## src/rtl/lc3_mem_sequencer_if.sv

```systemverilog
// lc3_mem_sequencer_if
// Bundles the request-side handshake and the SRAM pin bus of the LC-3
// memory sequencer.
//   Request side : Req, Wr, Addr, Wdata (to sequencer); Busy, Done, Rdata (from)
//   SRAM side    : Mem_CE_N, Mem_OE_N, Mem_WE_N, Mem_Addr, Data_to_SRAM (from
//                  sequencer); Data_from_SRAM (to sequencer)
// Modports:
//   slave  - the sequencer itself
//   master - whatever sits around it (datapath requester plus SRAM)
interface lc3_mem_sequencer_if;
  logic        Req;
  logic        Wr;
  logic [15:0] Addr;
  logic [15:0] Wdata;
  logic        Busy;
  logic        Done;
  logic [15:0] Rdata;
  logic        Mem_CE_N;
  logic        Mem_OE_N;
  logic        Mem_WE_N;
  logic [15:0] Mem_Addr;
  logic [15:0] Data_to_SRAM;
  logic [15:0] Data_from_SRAM;

  modport slave (
    input  Req, Wr, Addr, Wdata, Data_from_SRAM,
    output Busy, Done, Rdata, Mem_CE_N, Mem_OE_N, Mem_WE_N, Mem_Addr,
           Data_to_SRAM
  );

  modport master (
    output Req, Wr, Addr, Wdata, Data_from_SRAM,
    input  Busy, Done, Rdata, Mem_CE_N, Mem_OE_N, Mem_WE_N, Mem_Addr,
           Data_to_SRAM
  );
endinterface

```

## src/rtl/lc3_mem_sequencer.sv

```systemverilog
// lc3_mem_sequencer
// Sequences one asynchronous SRAM access at a time for the LC-3 datapath.
// A request in IDLE latches MAR (and MDR for writes), then the block walks
// SETUP -> ACCESS (WAIT_CYCLES cycles) -> DONE -> IDLE. Read data is captured
// into MDR on the last ACCESS edge; Rdata always shows MDR.
// Ports:
//   Clk    - system clock, all state changes on the rising edge
//   Reset  - synchronous, active-high
//   bus    - request handshake and SRAM pins (slave modport)
// Parameter:
//   WAIT_CYCLES - cycles with strobes active in ACCESS, 1..15
module lc3_mem_sequencer #(
  parameter int unsigned WAIT_CYCLES = 2
) (
  input logic              Clk,
  input logic              Reset,
  lc3_mem_sequencer_if.slave bus
);

  typedef enum logic [1:0] {IDLE, SETUP, ACCESS, DONE} state_t;

  localparam logic [3:0] CNT_LOAD = 4'(WAIT_CYCLES - 1);

  state_t      state_q, state_d;
  logic [15:0] mar_q, mar_d;
  logic [15:0] mdr_q, mdr_d;
  logic [3:0]  cnt_q, cnt_d;
  logic        wr_q, wr_d;

  always_ff @(posedge Clk) begin
    if (Reset) begin
      state_q <= IDLE;
      mar_q   <= '0;
      mdr_q   <= '0;
      cnt_q   <= '0;
      wr_q    <= 1'b0;
    end else begin
      state_q <= state_d;
      mar_q   <= mar_d;
      mdr_q   <= mdr_d;
      cnt_q   <= cnt_d;
      wr_q    <= wr_d;
    end
  end

  always_comb begin
    state_d = state_q;
    mar_d   = mar_q;
    mdr_d   = mdr_q;
    cnt_d   = cnt_q;
    wr_d    = wr_q;
    case (state_q)
      IDLE: begin
        if (bus.Req) begin
          mar_d   = bus.Addr;
          wr_d    = bus.Wr;
          if (bus.Wr) mdr_d = bus.Wdata;
          state_d = SETUP;
        end
      end
      SETUP: begin
        cnt_d   = CNT_LOAD;
        state_d = ACCESS;
      end
      ACCESS: begin
        // Counter reaching zero marks the last strobed edge; a read samples
        // the SRAM here, after OE_N has been low since SETUP.
        if (cnt_q == 4'd0) begin
          if (!wr_q) mdr_d = bus.Data_from_SRAM;
          state_d = DONE;
        end else begin
          cnt_d = cnt_q - 4'd1;
        end
      end
      DONE: begin
        state_d = IDLE;
      end
      default: begin
        state_d = IDLE;
      end
    endcase
  end

  // Strobes depend only on registered state so they cannot glitch on inputs.
  always_comb begin
    bus.Busy     = (state_q != IDLE);
    bus.Done     = (state_q == DONE);
    bus.Mem_CE_N = (state_q == IDLE);
    bus.Mem_OE_N = !(!wr_q && ((state_q == SETUP) || (state_q == ACCESS)));
    bus.Mem_WE_N = !(wr_q && (state_q == ACCESS));
  end

  assign bus.Mem_Addr     = mar_q;
  assign bus.Data_to_SRAM = mdr_q;
  assign bus.Rdata        = mdr_q;

endmodule

```

## src/flat_wrapper.sv

```systemverilog
// flat-port wrapper written by rule: the top's interface ports become plain ports
module lc3_mem_sequencer_flat 
#(
  parameter int unsigned WAIT_CYCLES = 2
)
  (Clk, Reset, bus_Req, bus_Wr, bus_Addr, bus_Wdata, bus_Data_from_SRAM, bus_Busy, bus_Done, bus_Rdata, bus_Mem_CE_N, bus_Mem_OE_N, bus_Mem_WE_N, bus_Mem_Addr, bus_Data_to_SRAM);
  lc3_mem_sequencer_if bus_i ();
  input logic Clk;
  input logic Reset;
  input wire logic [$bits(bus_i.Req)-1:0] bus_Req;
  input wire logic [$bits(bus_i.Wr)-1:0] bus_Wr;
  input wire logic [$bits(bus_i.Addr)-1:0] bus_Addr;
  input wire logic [$bits(bus_i.Wdata)-1:0] bus_Wdata;
  input wire logic [$bits(bus_i.Data_from_SRAM)-1:0] bus_Data_from_SRAM;
  output wire logic [$bits(bus_i.Busy)-1:0] bus_Busy;
  output wire logic [$bits(bus_i.Done)-1:0] bus_Done;
  output wire logic [$bits(bus_i.Rdata)-1:0] bus_Rdata;
  output wire logic [$bits(bus_i.Mem_CE_N)-1:0] bus_Mem_CE_N;
  output wire logic [$bits(bus_i.Mem_OE_N)-1:0] bus_Mem_OE_N;
  output wire logic [$bits(bus_i.Mem_WE_N)-1:0] bus_Mem_WE_N;
  output wire logic [$bits(bus_i.Mem_Addr)-1:0] bus_Mem_Addr;
  output wire logic [$bits(bus_i.Data_to_SRAM)-1:0] bus_Data_to_SRAM;
  assign bus_i.Req = bus_Req;
  assign bus_i.Wr = bus_Wr;
  assign bus_i.Addr = bus_Addr;
  assign bus_i.Wdata = bus_Wdata;
  assign bus_i.Data_from_SRAM = bus_Data_from_SRAM;
  assign bus_Busy = bus_i.Busy;
  assign bus_Done = bus_i.Done;
  assign bus_Rdata = bus_i.Rdata;
  assign bus_Mem_CE_N = bus_i.Mem_CE_N;
  assign bus_Mem_OE_N = bus_i.Mem_OE_N;
  assign bus_Mem_WE_N = bus_i.Mem_WE_N;
  assign bus_Mem_Addr = bus_i.Mem_Addr;
  assign bus_Data_to_SRAM = bus_i.Data_to_SRAM;
  lc3_mem_sequencer #(.WAIT_CYCLES(WAIT_CYCLES)) u_core (.Clk(Clk), .Reset(Reset), .bus(bus_i));
endmodule
```

## config.mk

```make
export PLATFORM = sky130hd
export DESIGN_NAME = lc3_mem_sequencer_flat
export DESIGN_NICKNAME = d
export VERILOG_FILES = /design/src/rtl/lc3_mem_sequencer_if.sv /design/src/rtl/lc3_mem_sequencer.sv /design/src/flat_wrapper.sv
export SDC_FILE = /design/constraint.sdc
export NUM_CORES = 1
export LEC_CHECK = 0
export BUFFER_PORTS_ARGS = -buffer_cell sky130_fd_sc_hd__buf_4
export CORE_MARGIN = 2
export CORE_UTILIZATION = 42
export CTS_BUF_LIST = sky130_fd_sc_hd__clkbuf_8
export DETAILED_ROUTE_END_ITERATION = 12
export PLACE_DENSITY = 0.75
export SLEW_MARGIN = 20
export SYNTH_ARGS = -nofsm -noshare
export SYNTH_HDL_FRONTEND = slang
export SYNTH_SLANG_ARGS = --single-unit
```

## constraint.sdc

```tcl
create_clock -name Clk -period 1.79 [get_ports Clk]
set_input_delay 0.2685 -clock Clk [delete_from_list [all_inputs] [get_ports Clk]]
set_output_delay 0.2685 -clock Clk [all_outputs]
set_load 0.02 [all_outputs]
```

==> flow_metrics.py <==
metrics = {
    "yosys": {
        "synth_area_leader_cell": "dfxtp_1",
        "synth_ff_type": "dfxtp_1",
        "syn_avg_cell_area_sq_um": 8.66,
        "synth_area_leaders": "dfxtp_1 (39%), nand2_1 (13%), mux2i_1 (9.6%)",
        "ys_warn_count": 0,
        "yosysTopAreaCellShare_pct": 39.4,
        "syn_nets": 288,
        "synth_area_sq_um": 1980,
        "synth-seq-area-share_pct": 39.4,
        "synth_cell_type_count": 31,
        "synth-edff-count": 0,
        "synth.ff_latch_count": 39,
        "synth-async-reset-ratio_pct": 0,
        "synthCells": 229,
    },
    "clocking": {
        "clock_path_buffers": 2,
        "post-cts-setup-buffers": 0,
        "postCtsHoldBufs": 0,
        "cts_made_buffers": 5,
        "cts.clk_slew.worst_paths_ns": 0.07,
        "cts_tree": "done",
        "htree_num_levels": 2,
        "cts.sinks": 39,
        "clkLatencyLatePin_ns": 0.28,
        "root_buffer": "clkbuf_8",
    },
    "sta": {
        "period_share_pct": 96.2,
        "fin_crit_ns": 1.72,
        "fin_skew_ns": 0.00462,
        "setup_violations": 0,
        "holdWs_ns": 0.226,
        "finalMaxSlewViolations": 0,
        "hold_viol": 0,
        "max_slew_margin_pct": 65.1,
        "worst_pin_slew_ns": 0.523,
        "rsz0062_at_grt": "false",
        "max_freq_mhz": 581,
    },
    "grt": {
        "antenna_found_initial": 0,
        "grt_max_degree": 38,
        "grt_pass1_vias": 1672,
        "grt_usage_pct": 17.2,
        "grt_pass1_wl_mm": 7.22,
        "grt.overflow.total": 0,
    },
    "layout": {
        "final_cell_mix": "buf_4 (109), nand2_1 (69), dfxtp_1 (38)",
        "layout-drive-gt1-share_pct": 44.7,
        "fin_nets": 376,
        "antenna_cells": 0,
        "fin_area_sq_um": 2790,
        "finalCoreUtilization_pct": 62.7,
        "syn_to_final_growth_pct": 40.6,
        "final_common_cell": "buf_4",
    },
    "worst_setup_path": {
        "end_kind": "flip-flop",
        "critPathMaxFanout": 16,
        "crit_arrival_ns": 1.89,
        "r2r_start": "u_core.cnt_q[0]",
        "worst_setup_path_start_kind": "flip-flop",
        "worstPathRequired_ns": 1.96,
        "critical_path_class": "reg2reg",
        "timing.critical_path.from": "u_core.cnt_q[0]",
    },
    "die": {
        "start_util_pct": 44.6,
        "die_w_um": 72.7,
        "core-area_sq_um": 4440,
        "ios": 105,
        "rows": 24,
        "die_h_um": 72.7,
        "dieArea_sq_um": 5290,
    },
    "worst_hold_path": {
        "worstHoldStart": "bus_Addr[9]",
        "min_path_type": "in2reg",
    },
    "routing": {
        "drt_pass1_iterations": 4,
        "routed_wl_mm": 4.52,
        "drt_iter0_drc": 85,
        "drc": 0,
        "antenna_left": 0,
        "routed_wire_length_per_instance_um": 12.2,
        "vias": 1800,
        "vias_per_cell": 4.86,
    },
    "placed_design": {
        "place_congestion": 0.768,
        "dp.final_hpwl_mm": 3.51,
        "portBuffers": 104,
        "dpl_cell_area_sq_um": 2700,
    },
    "power": {
        "p_leak_nw": 1.39,
        "power.density_nw_per_um2": 1690,
        "ir_drop_uv": 990,
    },
    "flow_run": {
        "cap_violations": 0,
    },
    "status": {
        "status": "completed",
    },
}
==> power by group <==
part           switching [mW]  leakage [nW]  internal [mW]
Clock                   0.287        0.0505          0.262
Combinational            1.47          1.01           1.34
Sequential              0.197         0.320           1.14
==> sequential cells by signal, indices dropped and copies added, names as in the netlist <==
name	cells
u_core.bus.Data_to_SRAM	16
u_core.bus.Mem_Addr	16
u_core.cnt_q	4
u_core.state_q	2
u_core.wr_q	1
==> cell families after synthesis <==
logic type,after synthesis,share of synthesized area [%]
adder cells (fa/ha/maj),7,4.42
AND/OR/NAND/NOR,86,18.3
AO/OA/AOI/OAI,25,7.57
flip-flops,39,39.4
buffers and inverters,37,11.7
multiplexers,35,18.7
==> path summary, 6_finish.rpt <==
check	slack (ns)	depth (start not counted)	to
worst min register to register	0.46	2	u_core.bus.Mem_Addr[9]
worst max-delay path	0.07	6	u_core.bus.Data_to_SRAM[8]
worst max register to register	0.07	6	u_core.bus.Data_to_SRAM[8]
worst min-delay path	0.23	3	u_core.bus.Mem_Addr[9]
==> Yosys cell counts (2+ instances only) <==
cell      instances
or3_1             2
nand2_1          69
mux2_2           16
buf_1             2
dfxtp_1          39
clkbuf_1          8
a21oi_1          19
buf_6             2
inv_1             6
buf_4            16
nand3_1           4
mux2i_1          19
nand2b_1          2
nor2b_1           2
ha_1              7
==> worst max-delay path, stage by stage (launching register included) <==
cell      delay [ns]
dfxtp_2         0.34
inv_2           0.06
ha_1            0.13
or3b_1          0.37
a2111o_1        0.42
buf_12          0.18
mux2i_1         0.12
==> metrics by stage <==
step	setup slack, ns	setup TNS (ns)	std cells	power (mW)
global route	0.00290	0	370	5.01
detailed placement	0.0835	0	362	4.19
floorplan	-0.0459	-0.459	229	3.37
finish	0.0684	0	370	4.70
global placement	0.121	0	362	4.15
CTS	0.0590	0	370	4.75
==> what timing repair did <==
item,4_1_cts,5_1_grt
hold endpoints to repair,0,0
setup endpoints to repair,0,4
gates resized for setup,0,2
==> final cells by class <==
class | instances | area, sq um
Clock buffer | 5 | 68.8
Clock inverter | 3 | 12.5
Fill cell | 395 | 1660
Inverter | 7 | 26.3
Multi-Input combinational cell | 153 | 975
Sequential cell | 39 | 782
Tap cell | 52 | 65.1
Timing Repair Buffer | 111 | 858
==> layer usage <==
metal | routed length [um] | track usage, % | up-vias | part of all wire, %
met5 | 0 | 0 | - | 0
met3 | 571 | 6.91 | 4 | 13
met4 | 23 | 4.32 | 0 | 0.51
li1 | - | - | 912 | -
met1 | 1830 | 20.4 | 788 | 40
met2 | 2100 | 29.1 | 96 | 46
(Power assumes the default switching activity.)
